## config.mk

```make
export PLATFORM = sky130hd
export DESIGN_NAME = loop_index_gen
export DESIGN_NICKNAME = d
export VERILOG_FILES = /design/src/rtl/loop_index_gen.sv
export SDC_FILE = /design/constraint.sdc
export NUM_CORES = 1
export LEC_CHECK = 0
export CORE_MARGIN = 2
export CORE_UTILIZATION = 51
export CTS_CLUSTER_SIZE = 8
export DETAILED_ROUTE_END_ITERATION = 12
export PLACE_DENSITY = 0.89
export SYNTH_ARGS = -nofsm -noshare
export SYNTH_HDL_FRONTEND = slang
export SYNTH_SLANG_ARGS = --single-unit
```

## constraint.sdc

```tcl
create_clock -name clk -period 2.56 [get_ports clk]
set_input_delay 0.512 -clock clk [delete_from_list [all_inputs] [get_ports clk]]
set_output_delay 0.512 -clock clk [all_outputs]
set_load 0.01 [all_outputs]
```

## src/rtl/loop_index_gen.sv

```systemverilog
// loop_index_gen: two-level (outer/inner) index sequencer emitting row-major pairs on a valid/ready stream
module loop_index_gen #(
    parameter int OUTER_WIDTH = 8,
    parameter int INNER_WIDTH = 8
) (
    input  logic                   clk,
    input  logic                   rst_n,
    input  logic                   start,
    input  logic                   abort,
    input  logic [OUTER_WIDTH-1:0] outer_last,
    input  logic [INNER_WIDTH-1:0] inner_last,
    output logic                   idx_valid,
    input  logic                   idx_ready,
    output logic [OUTER_WIDTH-1:0] outer_idx,
    output logic [INNER_WIDTH-1:0] inner_idx,
    output logic                   idx_row_end,
    output logic                   idx_end,
    output logic                   busy,
    output logic                   done
);
    typedef enum logic [1:0] {IDLE = 2'b00, RUN = 2'b01, DONE = 2'b10} state_t;
    state_t                 state_q, state_d;
    logic [OUTER_WIDTH-1:0] outer_q, outer_d, outer_last_q, outer_last_d;
    logic [INNER_WIDTH-1:0] inner_q, inner_d, inner_last_q, inner_last_d;
    logic                   run, beat, row_end, job_end;
    assign run     = state_q == RUN;
    assign beat    = run && idx_ready;
    assign row_end = inner_q == inner_last_q;
    assign job_end = row_end && outer_q == outer_last_q;
    // next state, index stepping and terminal latching
    always_comb begin
        state_d      = state_q;
        outer_d      = outer_q;
        inner_d      = inner_q;
        outer_last_d = outer_last_q;
        inner_last_d = inner_last_q;
        case (state_q)
            IDLE: begin
                if (start) begin
                    state_d      = RUN;
                    outer_last_d = outer_last;
                    inner_last_d = inner_last;
                    outer_d      = '0;
                    inner_d      = '0;
                end
            end
            RUN: begin
                if (beat) begin
                    if (!row_end) begin
                        inner_d = inner_q + 1'b1;
                    end else if (!job_end) begin
                        inner_d = '0;
                        outer_d = outer_q + 1'b1;
                    end else begin
                        state_d = DONE;
                    end
                end
                if (abort) begin
                    state_d = IDLE;
                    outer_d = '0;
                    inner_d = '0;
                end
            end
            DONE: state_d = IDLE;
            default: state_d = IDLE;
        endcase
    end
    // state and index registers, cleared asynchronously
    always_ff @(posedge clk or negedge rst_n) begin
        if (!rst_n) begin
            state_q      <= IDLE;
            outer_q      <= '0;
            inner_q      <= '0;
            outer_last_q <= '0;
            inner_last_q <= '0;
        end else begin
            state_q      <= state_d;
            outer_q      <= outer_d;
            inner_q      <= inner_d;
            outer_last_q <= outer_last_d;
            inner_last_q <= inner_last_d;
        end
    end
    assign idx_valid   = run;
    assign busy        = run;
    assign done        = state_q == DONE;
    assign outer_idx   = outer_q;
    assign inner_idx   = inner_q;
    assign idx_row_end = run && row_end;
    assign idx_end     = run && job_end;
endmodule

```

==> results.json, run 1 <==
{
  "port_buffers": 41,
  "cp_slowest_cell": "clkdlybuf4s50_1",
  "cts_max_path_buffers": 2,
  "synth_edf_count": 0,
  "clock_latency_ns": 0.29,
  "numCtsBuffers": 5,
  "synth_top_family_by_area": "simple AND/OR/NAND/NOR gates",
  "async_flop_share_pct": 100.0,
  "cts.sinks": 34,
  "cts_hold_buf": 0,
  "syn_inst": 186,
  "synthMuxAreaShare_pct": 11.22,
  "outcome": "complete, no violations",
  "synth_common_cells": "dfrtp_1 (34), mux2_2 (17), nand2_1 (17)",
  "drtAntennaViolNets": 0,
  "synth_area_leaders": "dfrtp_1 (43%), mux2_2 (9.7%), xnor2_1 (6.7%)",
  "fin_setup_tns_ns": 0,
  "fin_crit_sh_pct": 96.65,
  "drv_cap": 0,
  "netlist.top_cell.by_area": "dfrtp_1",
  "viasPerCell": 5.832,
  "layout-area-overhead-vs-synth_pct": 34.35,
  "synth_xor_area_share_pct": 7.478,
  "holdWs_ns": 0.5280,
  "track_usage_pct": 22.45,
  "pin_count": 42,
  "start_util_pct": 53.53,
  "routedWlPerCell_um": 14.95,
  "vias": 1738,
  "dpl.cell_count": 291,
  "r2r_cells": 6,
  "skew_ns": 0.007326,
  "gp_routability_congestion": 0.9247,
  "ys_seq_elements": 34,
  "path_class": "register to output pin",
  "cts_tree": "yes",
  "drt-total-wl_um": 4454,
  "postPlaceCellArea_sq_um": 2564,
  "cp_cell_sequence": "xnor2_1, and4_1, nand2_1, nor2_1, clkdlybuf4s50_1",
  "end_kind": "output pin",
  "drc": 0,
  "dp_slack_ns": 0.1694,
  "layout-drive-gt1-share_pct": 23.20,
  "nFillCells": 272,
  "holdPathStages": 1,
  "cp_max_fo": 4,
  "ys_seq_area_share_pct": 43.09,
  "relSlewSlack_pct": 72.62,
  "multi_input_comb_area_sq_um": 1046,
  "n_antenna_cell": 0,
  "htreeDepth": 2,
  "dieArea_sq_um": 4385,
  "start_kind": "register",
  "post-route-util_pct": 71.91,
  "rsz0062_at_grt": "false",
  "drt_iter0_drc": 136,
  "yosys_warnings": 0,
  "cp.required_ns": 2.05,
  "syn_area_sq_um": 1974,
  "grt_pass1_wl_um": 7500,
  "synth.most_common_cell": "dfrtp_1",
  "finalCriticalPeriod_ns": 2.474,
  "totalPowerFinal_mw": 1.411,
  "critical_path.top_delay_family": "buffers and inverters",
  "synth_nets": 209,
  "path_clk_slew_ns": 0.07,
  "layout.nets": 273,
  "synth_simple_gate_area_share_pct": 19.20,
  "yosys.area_share.adder_pct": 1.267,
  "grt_max_degree": 35,
  "synth-main-ff-cell": "dfrtp_1",
  "synth_compound_area_share_pct": 13.12,
  "syn_area_per_cell_sq_um": 10.62,
  "num_rows": 22,
  "crit_cells": 5,
  "max_freq_ghz": 0.4042,
  "worst_pin_slew_ns": 0.4107,
  "slowest_delay_ns": 0.54,
  "timing.critical_path.buf_inv": 1,
  "antenna_found_initial": 0,
  "ys_types": 47,
  "ff_latch_area_sq_um": 850.8,
  "worst_slack_ns": 0.08584,
  "grt_pass1_vias": 1664,
  "die_h_um": 66.22,
  "final-max-slew-violation-count": 0,
  "fin_area_sq_um": 2653,
  "worstPathArrival_ns": 1.96,
  "finalSetupViolCount": 0,
  "finalHoldViolations": 0,
  "coreArea_sq_um": 3689,
  "grt_overflow": 0,
  "p_leak_nw": 1.065,
  "min_path_type": "register to register",
  "drt_first_pass_iters": 5,
  "die_width_um": 66.22,
  "synth_top_area_share_pct": 43.09,
  "hpwl_um": 3347,
  "vdd_drop_max_uv": 355.7,
  "cts_root_buf": "clkbuf_8",
  "fin_cells": 298,
  "p_per_area_nw_per_um2": 532.1
}
[what timing repair did]
item / in CTS / in global routing
setup endpoints to repair: 1 / 0
endpoints found under the hold margin: 0 / 0
resized for setup: 3 / 0
buffers inserted: 0 / 0
[path summary, 6_finish.rpt]
kind	startpoint	endpoint	slack, ns
worst min register to register	outer_last_q[0]	outer_last_q[0]	0.53
max in group asynchronous	rst_n	outer_last_q[3]	1.63
worst max register to register	inner_idx[3]	outer_idx[0]	0.60
worst min-delay path	outer_last_q[0]	outer_last_q[0]	0.53
worst max-delay path	inner_idx[3]	idx_row_end	0.09
min in group asynchronous	rst_n	inner_last_q[2]	0.63
[sequential cells by signal, indices dropped and copies added (netlist names)]
register and flops:
inner_last_q 8, outer_idx 8, state_q 2, inner_idx 8
outer_last_q 8
[worst reg2reg max path: stages, from the launching register on]
cell,delay [ns]
dfrtp_1,0.40
xnor2_1,0.22
and4_1,0.28
buf_4,0.17
o211ai_1,0.12
a21oi_2,0.29
mux2_2,0.38
[routing by layer]
| layer | part of all wire (%) | track usage [%] | up-vias |
|---|---|---|---|
| li1 | - | - | 814 |
| met1 | 44 | 28.94 | 843 |
| met2 | 48 | 37.13 | 71 |
| met3 | 7.1 | 4.429 | 10 |
| met4 | 1.8 | 8.418 | 0 |
| met5 | 0 | 0 | - |
[cells in the final DEF, fill, tap and decap left out, types with 4 or more instances in the layout]
cell type	netlist	layout
clkdlybuf4s50_1	0	40
dfrtp_1	34	34
buf_4	2	26
nand2_1	17	17
mux2_2	17	17
xnor2_1	15	14
nand3_1	8	8
nand4_1	7	7
nor2_1	6	6
o21ai_0	5	5
clkbuf_8	1	5
inv_1	4	4
or3_1	4	4
o211ai_1	4	4
a21oi_1	4	4
[kinds of logic (layout without fill, tap and decap cells)]
| group | Yosys count | count (layout) |
|---|---|---|
| fa+ha+maj | 2 | 2 |
| mux | 20 | 20 |
| xor+xnor | 16 | 16 |
| buf+inv | 14 | 78 |
| compound gates | 33 | 33 |
| flops | 34 | 34 |
| simple gates | 67 | 67 |
[power by group]
group          internal (mW)  leakage [nW]  switching, mW
logic                  0.214         0.592          0.173
clock network          0.187        0.0383          0.178
registers              0.607         0.434         0.0525
total                   1.01          1.06          0.404
[layout make-up]
class	instances	area share, %
multi-input cells	138	39.43
well taps	48	2.264
inverters	4	0.5660
repair buffers	67	22.78
clock buffers	7	2.877
flip-flops and latches	34	32.08
Power figures use the tool's default switching activity.
==> inputs of run 2 (changes only) <==
--- a/config.mk
+++ b/config.mk
@@ -7,7 +7,6 @@
 export LEC_CHECK = 0
 export CORE_MARGIN = 2
 export CORE_UTILIZATION = 51
-export CTS_CLUSTER_SIZE = 8
 export DETAILED_ROUTE_END_ITERATION = 12
 export PLACE_DENSITY = 0.89
 export SYNTH_ARGS = -nofsm -noshare
==> results of run 2 <==
No change in the layout: final DEF, timing and power equal those of run 1.
